===== config.mk =====
export PLATFORM = sky130hd
export DESIGN_NAME = pcie_rx_comma_align
export DESIGN_NICKNAME = d
export VERILOG_FILES = /design/src/rtl/pcie_rx_comma_align.sv
export SDC_FILE = /design/constraint.sdc
export NUM_CORES = 1
export LEC_CHECK = 0
export CAP_MARGIN = 10
export CORE_ASPECT_RATIO = 0.8
export CORE_MARGIN = 2
export CORE_UTILIZATION = 39
export DETAILED_ROUTE_END_ITERATION = 8
export SYNTH_ARGS = -nofsm -noshare
export SYNTH_HDL_FRONTEND = slang
export SYNTH_SLANG_ARGS = --single-unit

===== constraint.sdc =====
create_clock -name clock -period 8.4 [get_ports clock]
set_input_delay 0.84 -clock clock [delete_from_list [all_inputs] [get_ports clock]]
set_output_delay 0.84 -clock clock [all_outputs]
set_load 0.005 [all_outputs]

===== src/rtl/pcie_rx_comma_align.sv =====
// Receive-side 8b/10b symbol aligner: searches a 20-bit window of two received
// words for a comma, latches its bit offset, and holds symbol lock with hysteresis.
module pcie_rx_comma_align #(
   parameter int LOCK_COMMAS = 3,
   parameter int UNLOCK_ERRS = 4,
   parameter int TIMEOUT     = 1024
) (
   input  logic       clock,
   input  logic       reset,
   input  logic [9:0] rx_word,
   input  logic       rx_elecidle,
   output logic [9:0] sym_out,
   output logic       sym_valid,
   output logic       sym_is_comma,
   output logic       locked,
   output logic [3:0] align_offset,
   output logic       relock_pulse
);
   localparam int CW = $clog2(LOCK_COMMAS) + 1;
   localparam int EW = $clog2(UNLOCK_ERRS) + 1;
   localparam int TW = $clog2(TIMEOUT) + 1;

   localparam logic [CW-1:0] CNT_MAX = '1;
   localparam logic [EW-1:0] ERR_MAX = '1;
   localparam logic [TW-1:0] TMO_MAX = '1;

   typedef enum logic [1:0] {
      ST_UNLOCKED = 2'd0,
      ST_CHECK    = 2'd1,
      ST_LOCKED   = 2'd2
   } state_t;

   function automatic logic is_comma(input logic [9:0] s);
      return (s[9:3] == 7'b0011111) || (s[9:3] == 7'b1100000);
   endfunction

   logic [9:0]    r1_reg;
   logic [9:0]    r2_reg;
   logic          idle1_reg;
   logic          idle2_reg;
   logic [19:1]   window;
   logic          win_idle;
   logic [9:0]    cand [10];
   logic [9:0]    hit;
   logic          any_hit;
   logic          hit_at_offset;
   logic [3:0]    first_hit;
   logic [9:0]    cand_sel;

   state_t        state_reg;
   logic [CW-1:0] cnt_reg;
   logic [CW-1:0] cnt_inc;
   logic [EW-1:0] err_reg;
   logic [EW-1:0] err_inc;
   logic [TW-1:0] tmo_reg;
   logic [TW-1:0] tmo_inc;

   // The oldest bit sits at the top; offset 9 reaches down to r1 bit 1,
   // so r1 bit 0 only ever matters once it has moved into r2.
   assign window   = {r2_reg, r1_reg[9:1]};
   assign win_idle = idle1_reg | idle2_reg;

   genvar gi;
   generate
      for (gi = 0; gi < 10; gi++) begin : g_cand
         assign cand[gi] = window[19-gi -: 10];
         assign hit[gi]  = ~win_idle & is_comma(cand[gi]);
      end
   endgenerate

   // Lowest offset wins when several positions look like a comma.
   always_comb begin
      first_hit = 4'd0;
      for (int i = 9; i >= 0; i--) begin
         if (hit[i]) first_hit = 4'(i);
      end
   end

   assign any_hit       = |hit;
   assign hit_at_offset = hit[align_offset];
   assign cand_sel      = cand[align_offset];

   assign cnt_inc = (cnt_reg == CNT_MAX) ? cnt_reg : cnt_reg + CW'(1);
   assign err_inc = (err_reg == ERR_MAX) ? err_reg : err_reg + EW'(1);
   assign tmo_inc = (tmo_reg == TMO_MAX) ? tmo_reg : tmo_reg + TW'(1);

   always_ff @(posedge clock or posedge reset) begin
      if (reset) begin
         r1_reg       <= '0;
         r2_reg       <= '0;
         idle1_reg    <= 1'b0;
         idle2_reg    <= 1'b0;
         sym_out      <= '0;
         sym_is_comma <= 1'b0;
      end else begin
         r1_reg       <= rx_word;
         r2_reg       <= r1_reg;
         idle1_reg    <= rx_elecidle;
         idle2_reg    <= idle1_reg;
         sym_out      <= cand_sel;
         sym_is_comma <= is_comma(cand_sel);
      end
   end

   always_ff @(posedge clock or posedge reset) begin
      if (reset) begin
         state_reg    <= ST_UNLOCKED;
         cnt_reg      <= '0;
         err_reg      <= '0;
         tmo_reg      <= '0;
         align_offset <= 4'd0;
         locked       <= 1'b0;
         sym_valid    <= 1'b0;
         relock_pulse <= 1'b0;
      end else begin
         relock_pulse <= 1'b0;
         locked       <= 1'b0;
         sym_valid    <= 1'b0;
         if (rx_elecidle) begin
            state_reg <= ST_UNLOCKED;
         end else begin
            case (state_reg)
               ST_UNLOCKED: begin
                  if (any_hit) begin
                     align_offset <= first_hit;
                     cnt_reg      <= CW'(1);
                     tmo_reg      <= '0;
                     state_reg    <= ST_CHECK;
                  end
               end
               ST_CHECK: begin
                  // A confirming comma outranks stray hits elsewhere in the window.
                  if (hit_at_offset) begin
                     cnt_reg <= cnt_inc;
                     tmo_reg <= '0;
                     if (cnt_inc >= CW'(LOCK_COMMAS)) begin
                        state_reg    <= ST_LOCKED;
                        err_reg      <= '0;
                        relock_pulse <= 1'b1;
                        locked       <= 1'b1;
                        sym_valid    <= ~win_idle;
                     end
                  end else if (any_hit) begin
                     state_reg <= ST_UNLOCKED;
                  end else if (tmo_reg >= TW'(TIMEOUT - 1)) begin
                     state_reg <= ST_UNLOCKED;
                  end else begin
                     tmo_reg <= tmo_inc;
                  end
               end
               ST_LOCKED: begin
                  if (!hit_at_offset && any_hit && (err_inc >= EW'(UNLOCK_ERRS))) begin
                     err_reg   <= err_inc;
                     state_reg <= ST_UNLOCKED;
                  end else begin
                     locked    <= 1'b1;
                     sym_valid <= ~win_idle;
                     if (hit_at_offset) begin
                        err_reg <= '0;
                     end else if (any_hit) begin
                        err_reg <= err_inc;
                     end
                  end
               end
               default: begin
                  state_reg <= ST_UNLOCKED;
               end
            endcase
         end
      end
   end
endmodule


==> results of run 1 <==
-- layer usage --
| metal | global-route usage | vias to the layer above |
|---|---|---|
| met3 | 0.0474 | 11 |
| li1 | - | 1508 |
| met1 | 0.284 | 1533 |
| met5 | 0 | - |
| met2 | 0.237 | 98 |
| met4 | 0.0569 | 0 |
-- worst max-delay path by stage --
stage / startpoint / end / slack (ns) / cells after the start
after floorplan: r1_reg[9] / err_reg[1] / 5.70 / 9
after global placement: align_offset[0] / tmo_reg[6] / 5.08 / 7
after detailed placement: align_offset[0] / tmo_reg[6] / 4.94 / 7
after CTS: align_offset[1] / tmo_reg[6] / 4.93 / 7
after global routing: align_offset[0] / tmo_reg[6] / 4.57 / 7
final: align_offset[0] / tmo_reg[6] / 4.90 / 7
-- cells in the final DEF, fill, tap and decap left out, types with 4 or more instances in the layout --
cell,n
sky130_fd_sc_hd__a211oi_1,9
sky130_fd_sc_hd__a21oi_1,11
sky130_fd_sc_hd__a31oi_1,12
sky130_fd_sc_hd__clkbuf_16,9
sky130_fd_sc_hd__clkdlybuf4s50_1,30
sky130_fd_sc_hd__dfrtp_1,59
sky130_fd_sc_hd__ha_1,7
sky130_fd_sc_hd__inv_1,12
sky130_fd_sc_hd__mux2i_1,28
sky130_fd_sc_hd__nand2_1,29
sky130_fd_sc_hd__nand2b_1,10
sky130_fd_sc_hd__nand3_1,7
sky130_fd_sc_hd__nand4_1,9
sky130_fd_sc_hd__nor2_1,25
sky130_fd_sc_hd__nor3_1,8
sky130_fd_sc_hd__nor4_1,4
sky130_fd_sc_hd__o21ai_0,22
sky130_fd_sc_hd__o22ai_1,11
sky130_fd_sc_hd__o31ai_1,5
sky130_fd_sc_hd__o41ai_1,4
sky130_fd_sc_hd__or2_2,4
sky130_fd_sc_hd__or3b_2,5
-- logic make-up (layout without fill, tap and decap cells) --
kind of cell / Yosys count / count (layout) / share of synthesized area
fa+ha+maj: 7 / 7 / 0.0235
simple gates: 134 / 134 / 0.206
flops: 59 / 59 / 0.397
mux: 33 / 33 / 0.0945
xor+xnor: 1 / 1 / 0.00235
buf+inv: 39 / 61 / 0.0474
compound gates: 113 / 113 / 0.229
-- per-stage QoR --
step	setup WS, ns	instance area (µm²)	hold WS, ns	std cells
after floorplan	5.70	3720	0.331	386
after global placement	5.08	4050	0.336	507
after detailed placement	4.94	4050	0.341	507
after CTS	4.93	4340	0.354	523
after global routing	4.57	4340	0.360	523
final	4.90	4340	0.349	523
-- power breakdown --
part | switching, W | internal, W
clock network | 0.000134 | 0.000228
registers | 0.0000530 | 0.000327
logic | 0.000134 | 0.000135
-- critical path: cells and delay by family (launching register included) --
family | cells | cell delay, ns
AOI/OAI and AO/OA | 2 | 0.58
and+or+nand+nor | 3 | 1.15
DFF | 1 | 1.04
buffers and inverters | 2 | 0.61
-- area by class of cell --
class / instances / area [µm²] / share of cell area
Clock inverter: 7 / 68.8 / 0.0159
Multi-Input combinational cell: 288 / 2070 / 0.476
Clock buffer: 9 / 225 / 0.0519
Sequential cell: 59 / 1480 / 0.340
Timing Repair Buffer: 31 / 308 / 0.0709
Inverter: 14 / 52.6 / 0.0121
Tap cell: 115 / 144 / 0.0331
==> impl_metrics.csv, run 1 <==
group,metric,value,unit
timing,report.final.setup_viol,0,
power_and_ir_drop,power.ir.vdd_worst,0.0863,mV
cts,tritoncts_num_sinks,59,
cts,ctsHtreeMaxLevel,3,
route,wl_per_cell,17.0,µm
global_routing,global_route_usage_sum,0.181,
die,design.die.area,0.0103,mm²
global_routing,grt_max_degree,60,
place,hpwl_after_detailed_placement,6170,µm
die,num_rows,31,
layout,area_delta_synth_final,16.7,%
yosys,ys_ff_latch,59,
route,dr.pass1.iters,7,
yosys,synth_top_flop_cell,"sky130_fd_sc_hd__dfrtp_1",
worst_hold_path,min-delay-path-class,"reg2reg",
power_and_ir_drop,power.density,233,mW/mm²
layout,final_layout_size_suffix_gt1_frac,0.123,
die,placeableCoreArea,0.00915,mm²
cts,post_cts_hold_buffer_count,0,
timing,max_freq,0.285,GHz
worst_setup_path,critical_path_arrival,3.73,ns
timing,drv_slew,0,
route,initialDrtViolationCount,225,
yosys,synth_top_area_cell,"sky130_fd_sc_hd__dfrtp_1",
layout,largest_register_ff_count,11,
outcome,violations_in_the_final_reports,"design-rule violations",
worst_setup_path,setup.worst_path.class,"reg2reg",
yosys,yosysSeqAreaShare,0.397,
worst_setup_path,worst-endpoint-required,8.62,ns
worst_setup_path,critical_path.slowest_cell,"sky130_fd_sc_hd__dfrtp_1",
timing,worst_pin_slew,1.08,ns
place,finalWeightedCongestion,0.850,
global_routing,grt_first_pass_wirelength,14900,µm
power_and_ir_drop,total_leakage_power,1.66,nW
worst_setup_path,setup.worst_path.end_class,"register",
yosys,post-synth-top-area-fraction,0.397,
worst_setup_path,worst_path_most_repeated_cell,"sky130_fd_sc_hd__inv_1",
layout,nets,423,
worst_hold_path,min_delay_path_depth,0,
timing,slew_headroom,0.277,
yosys,synthCells,386,
layout,antenna-diode-count,0,
yosys,yosys-top-cells-count,"sky130_fd_sc_hd__dfrtp_1, sky130_fd_sc_hd__nand2_1, sky130_fd_sc_hd__mux2i_1",
yosys,yosys_warnings,0,
cts,post-cts-setup-buffers,0,
place,port_buffers,30,
yosys,postSynthAreaPerCell,9.64,µm²
die,initial_utilization,0.406,
yosys,async_flop_share,1.00,
worst_setup_path,timing.critical_path.cells,"inv_1 > or2_2 > o211ai_1 > nand4_1 > inv_1 > nand4_2 > o41ai_1",
global_routing,initial_antenna_violation_count,0,
route,viasPerCell,6.02,
cts,cts-root-to-sink-buffers,2,
worst_setup_path,critical_path.max_fanout,28,
power_and_ir_drop,total_power,0.00101,W
timing,finalHoldViolations,0,
worst_hold_path,worst_hold_path.endpoint,"r2_reg[0]",
outcome,outcome,"finished, violations left",
worst_setup_path,reg2reg_from,"align_offset[0]",
yosys,post_synthesis_cell_type_count,78,
cts,post_cts_resize_count,0,
die,io_pins,31,
yosys,yosys-top-cells-area,"sky130_fd_sc_hd__dfrtp_1, sky130_fd_sc_hd__mux2i_1, sky130_fd_sc_hd__o21ai_0",
timing,fin_tns_setup,0,ns
route,wl_met3,591,µm
cts,worst_skew_pair_latency,0.33,ns
route,num_vias,3150,
yosys,yosysMostFrequentCell,"sky130_fd_sc_hd__dfrtp_1",
layout,fillerInstances,863,
global_routing,global_route_congestion_overflow_total,0,
worst_setup_path,reg_to_reg_endpoint,"tmo_reg[6]",
route,post-route-drc-count,3,
timing,min_period_over_period,0.417,
worst_setup_path,worstSetupStartpointType,"register",
worst_setup_path,slowest_delay,1.04,ns
route,route.final.wire_length,8910,µm
cts,cts_made_buffers,9,
timing,timing.final.crit_period,3.50,ns
route,wl_met2,3600,µm
cts,tritoncts,"done",
global_routing,grt_pass1_vias,2849,
worst_setup_path,timing.reg2reg.setup_slack,4.90,ns
yosys,post_synth_instance_area,0.00372,mm²
die,die_h,91.4,µm
cts,clkSlewWorstSetupHoldPaths,0.06,ns
timing,skew_final,0.00712,ns
route,wirelength_met1,4610,µm
route,drt.antenna.violating_nets,0,
worst_setup_path,worst_r2r_path_depth,7,
route,dr.max_layer_used,"met4",
die,dieWidth,113,µm
yosys,syn-num-nets,406,
timing,rsz0062_at_grt,"no",
worst_hold_path,start_point_of_the_worst_hold_path,"r1_reg[0]",
yosys,number_of_enable_type_register_cells_in_the_synthesized_netlist,0,
layout,postLayoutCoreUtil,0.474,
run,drv_cap,0,
cts,cts_root_buf,"sky130_fd_sc_hd__clkbuf_16",
No activity file was read; power rests on OpenSTA's default activity.
==> run 2, diff against run 1 <==
==> constraint.sdc (replaced) <==
create_clock -name clock -period 3.2 [get_ports clock]
set_input_delay 0.32 -clock clock [delete_from_list [all_inputs] [get_ports clock]]
set_output_delay 0.32 -clock clock [all_outputs]
set_load 0.005 [all_outputs]
==> impl_metrics.csv, run 2 (synthesized netlist as in run 1, its figures left out) <==
group,metric,value,unit
outcome,outcome,"finished, violations left",
outcome,violations_in_the_final_reports,"design-rule violations",
cts,clkSlewWorstSetupHoldPaths,0.06,ns
place,port_buffers,30,
die,design.die.area,0.0103,mm²
die,dieWidth,113,µm
timing,min_period_over_period,0.939,
power_and_ir_drop,seq_power_share,0.361,
global_routing,global_route_congestion_overflow_total,0,
layout,layout.cells.most_common,"sky130_fd_sc_hd__dfrtp_1",
route,viasPerCell,5.97,
cts,post-cts-setup-buffers,0,
power_and_ir_drop,power.density,604,mW/mm²
timing,timing.final.crit_period,3.00,ns
route,dr.pass1.iters,7,
timing,postLayoutSetupSlackWorst,0.196,ns
route,route.final.wire_length,9070,µm
place,hpwl_after_detailed_placement,6420,µm
place,dpl_worst_slack,0.185,ns
die,die_h,91.4,µm
worst_setup_path,timing.critical_path.cells,"or4_4 > o32ai_2 > o32ai_1 > or4_4 > a31oi_4 > o21ai_2 > mux2_4 > o21a_1",
global_routing,grt_max_degree,24,
layout,area_delta_synth_final,18.7,%
worst_setup_path,worstSetupStartpointType,"register",
timing,fin_worst_hold_slack,0.256,ns
place,finalWeightedCongestion,0.896,
timing,finalHoldViolations,0,
power_and_ir_drop,total_leakage_power,1.71,nW
worst_setup_path,critical_path.max_fanout,14,
power_and_ir_drop,p_comb_frac,0.284,
route,num_vias,3180,
timing,slew_headroom,0.596,
worst_setup_path,timing.reg2reg.setup_slack,0.20,ns
die,io_pins,31,
worst_setup_path,worst-endpoint-required,3.42,ns
timing,rsz0062_at_grt,"no",
power_and_ir_drop,power.ir.vdd_worst,0.248,mV
worst_hold_path,min-delay-path-class,"in2async",
cts,cts_made_buffers,9,
cts,tritoncts,"done",
route,initialDrtViolationCount,218,
worst_setup_path,slowest_delay,0.63,ns
layout,nets,433,
timing,drv_slew,0,
cts,cts-root-to-sink-buffers,2,
layout,final_layout_size_suffix_gt1_frac,0.144,
route,drt.antenna.violating_nets,0,
worst_setup_path,critical_path.slowest_cell,"sky130_fd_sc_hd__or4_4",
timing,report.final.setup_viol,0,
power_and_ir_drop,internal_power,0.00182,W
cts,tritoncts_num_sinks,59,
power_and_ir_drop,power.clock.fraction,0.355,
layout,antenna-diode-count,0,
layout,largest_register_ff_count,11,
global_routing,global_route_usage_sum,0.186,
die,num_rows,31,
power_and_ir_drop,power.share.switching,0.317,
timing,skew_final,0.00712,ns
power_and_ir_drop,net-switching-power,0.000846,W
timing,fin_tns_setup,0,ns
cts,post_cts_hold_buffer_count,0,
worst_setup_path,setup.worst_path.end_class,"register",
cts,worst_skew_pair_latency,0.33,ns
global_routing,initial_antenna_violation_count,0,
worst_setup_path,worst_path_most_repeated_cell,"sky130_fd_sc_hd__or4_4",
cts,cts_root_buf,"sky130_fd_sc_hd__clkbuf_16",
timing,max_freq,0.333,GHz
die,initial_utilization,0.406,
worst_setup_path,setup.worst_path.class,"reg2reg",
die,placeableCoreArea,0.00915,mm²
cts,ctsHtreeMaxLevel,3,
run,drv_cap,0,
global_routing,grt_pass1_vias,2990,
route,wl_per_cell,17.0,µm
timing,worst_pin_slew,0.597,ns
route,post-route-drc-count,3,
worst_setup_path,critical_path_arrival,3.22,ns
global_routing,grt_first_pass_wirelength,15200,µm
layout,most-common-layout-cells,"sky130_fd_sc_hd__dfrtp_1, sky130_fd_sc_hd__clkdlybuf4s50_1, sky130_fd_sc_hd__nand2_1",
run 2: changes by cell type in the layout (fill, tap and decap cells not counted):
cell | previous run | this run
sky130_fd_sc_hd__o311ai_0 | 1 | 0
sky130_fd_sc_hd__o311ai_1 | 0 | 1
sky130_fd_sc_hd__buf_4 | 1 | 11
run 2: path summary, 6_finish.rpt:
path	depth (start not counted)	endpoint	start
max in group asynchronous	3	sym_out[4]	reset
setup reg to reg	8	err_reg[1]	r2_reg[2]
hold reg to reg	0	r2_reg[0]	r1_reg[0]
min in group clock	0	r2_reg[0]	r1_reg[0]
setup / recovery	8	err_reg[1]	r2_reg[2]
hold / removal	2	tmo_reg[4]	reset
run 2: stage by stage:
step           total power [W]  instance area [µm²]  utilization  std cells
2_1_floorplan          0.00144                 3720            -        386
3_5_place_dp           0.00172                 4120        0.450        517
6_report               0.00267                 4420        0.483        533
4_1_cts                0.00269                 4420        0.483        533
5_1_grt                0.00282                 4420        0.483        533
3_3_place_gp           0.00172                 4120        0.450        517
run 2: power groups by stage:
| stage | sequential, W | combinational, W | clock, W |
|---|---|---|---|
| 2_1_floorplan | 0.000936 | 0.000502 | 0 |
| 3_3_place_gp | 0.000971 | 0.000747 | 0 |
| 3_5_place_dp | 0.000975 | 0.000749 | 0 |
| 4_1_cts | 0.000964 | 0.000755 | 0.000968 |
| 5_1_grt | 0.000983 | 0.000832 | 0.00100 |
| 6_report | 0.000963 | 0.000758 | 0.000946 |
run 2: worst max-delay path: cells and delay by family (launching register included):
kind | cells | cell delay [ns]
DFF | 1 | 0.54
AOI/OAI and AO/OA | 5 | 0.86
and+or+nand+nor | 2 | 1.18
muxes | 1 | 0.31
run 2: area by class of cell:
cell class / count / area, µm²
Fill cell: 881 / 4740
Sequential cell: 59 / 1480
Inverter: 14 / 52.6
Timing Repair Buffer: 41 / 383
Multi-Input combinational cell: 288 / 2070
Clock inverter: 7 / 68.8
Clock buffer: 9 / 225
Tap cell: 115 / 144
run 2: timing repair:
item / 4_1_cts / 5_1_grt
endpoints found under the hold margin: 0 / 0
setup endpoints to repair: 0 / 7
resized for setup: 0 / 1
run 2: per-layer routing:
layer / track usage / up-vias / wire, µm
li1: - / 1525 / -
met1: 0.283 / 1520 / 4430
met2: 0.251 / 122 / 3760
met3: 0.0447 / 13 / 700
met4: 0.0671 / 0 / 179
met5: 0 / - / 0
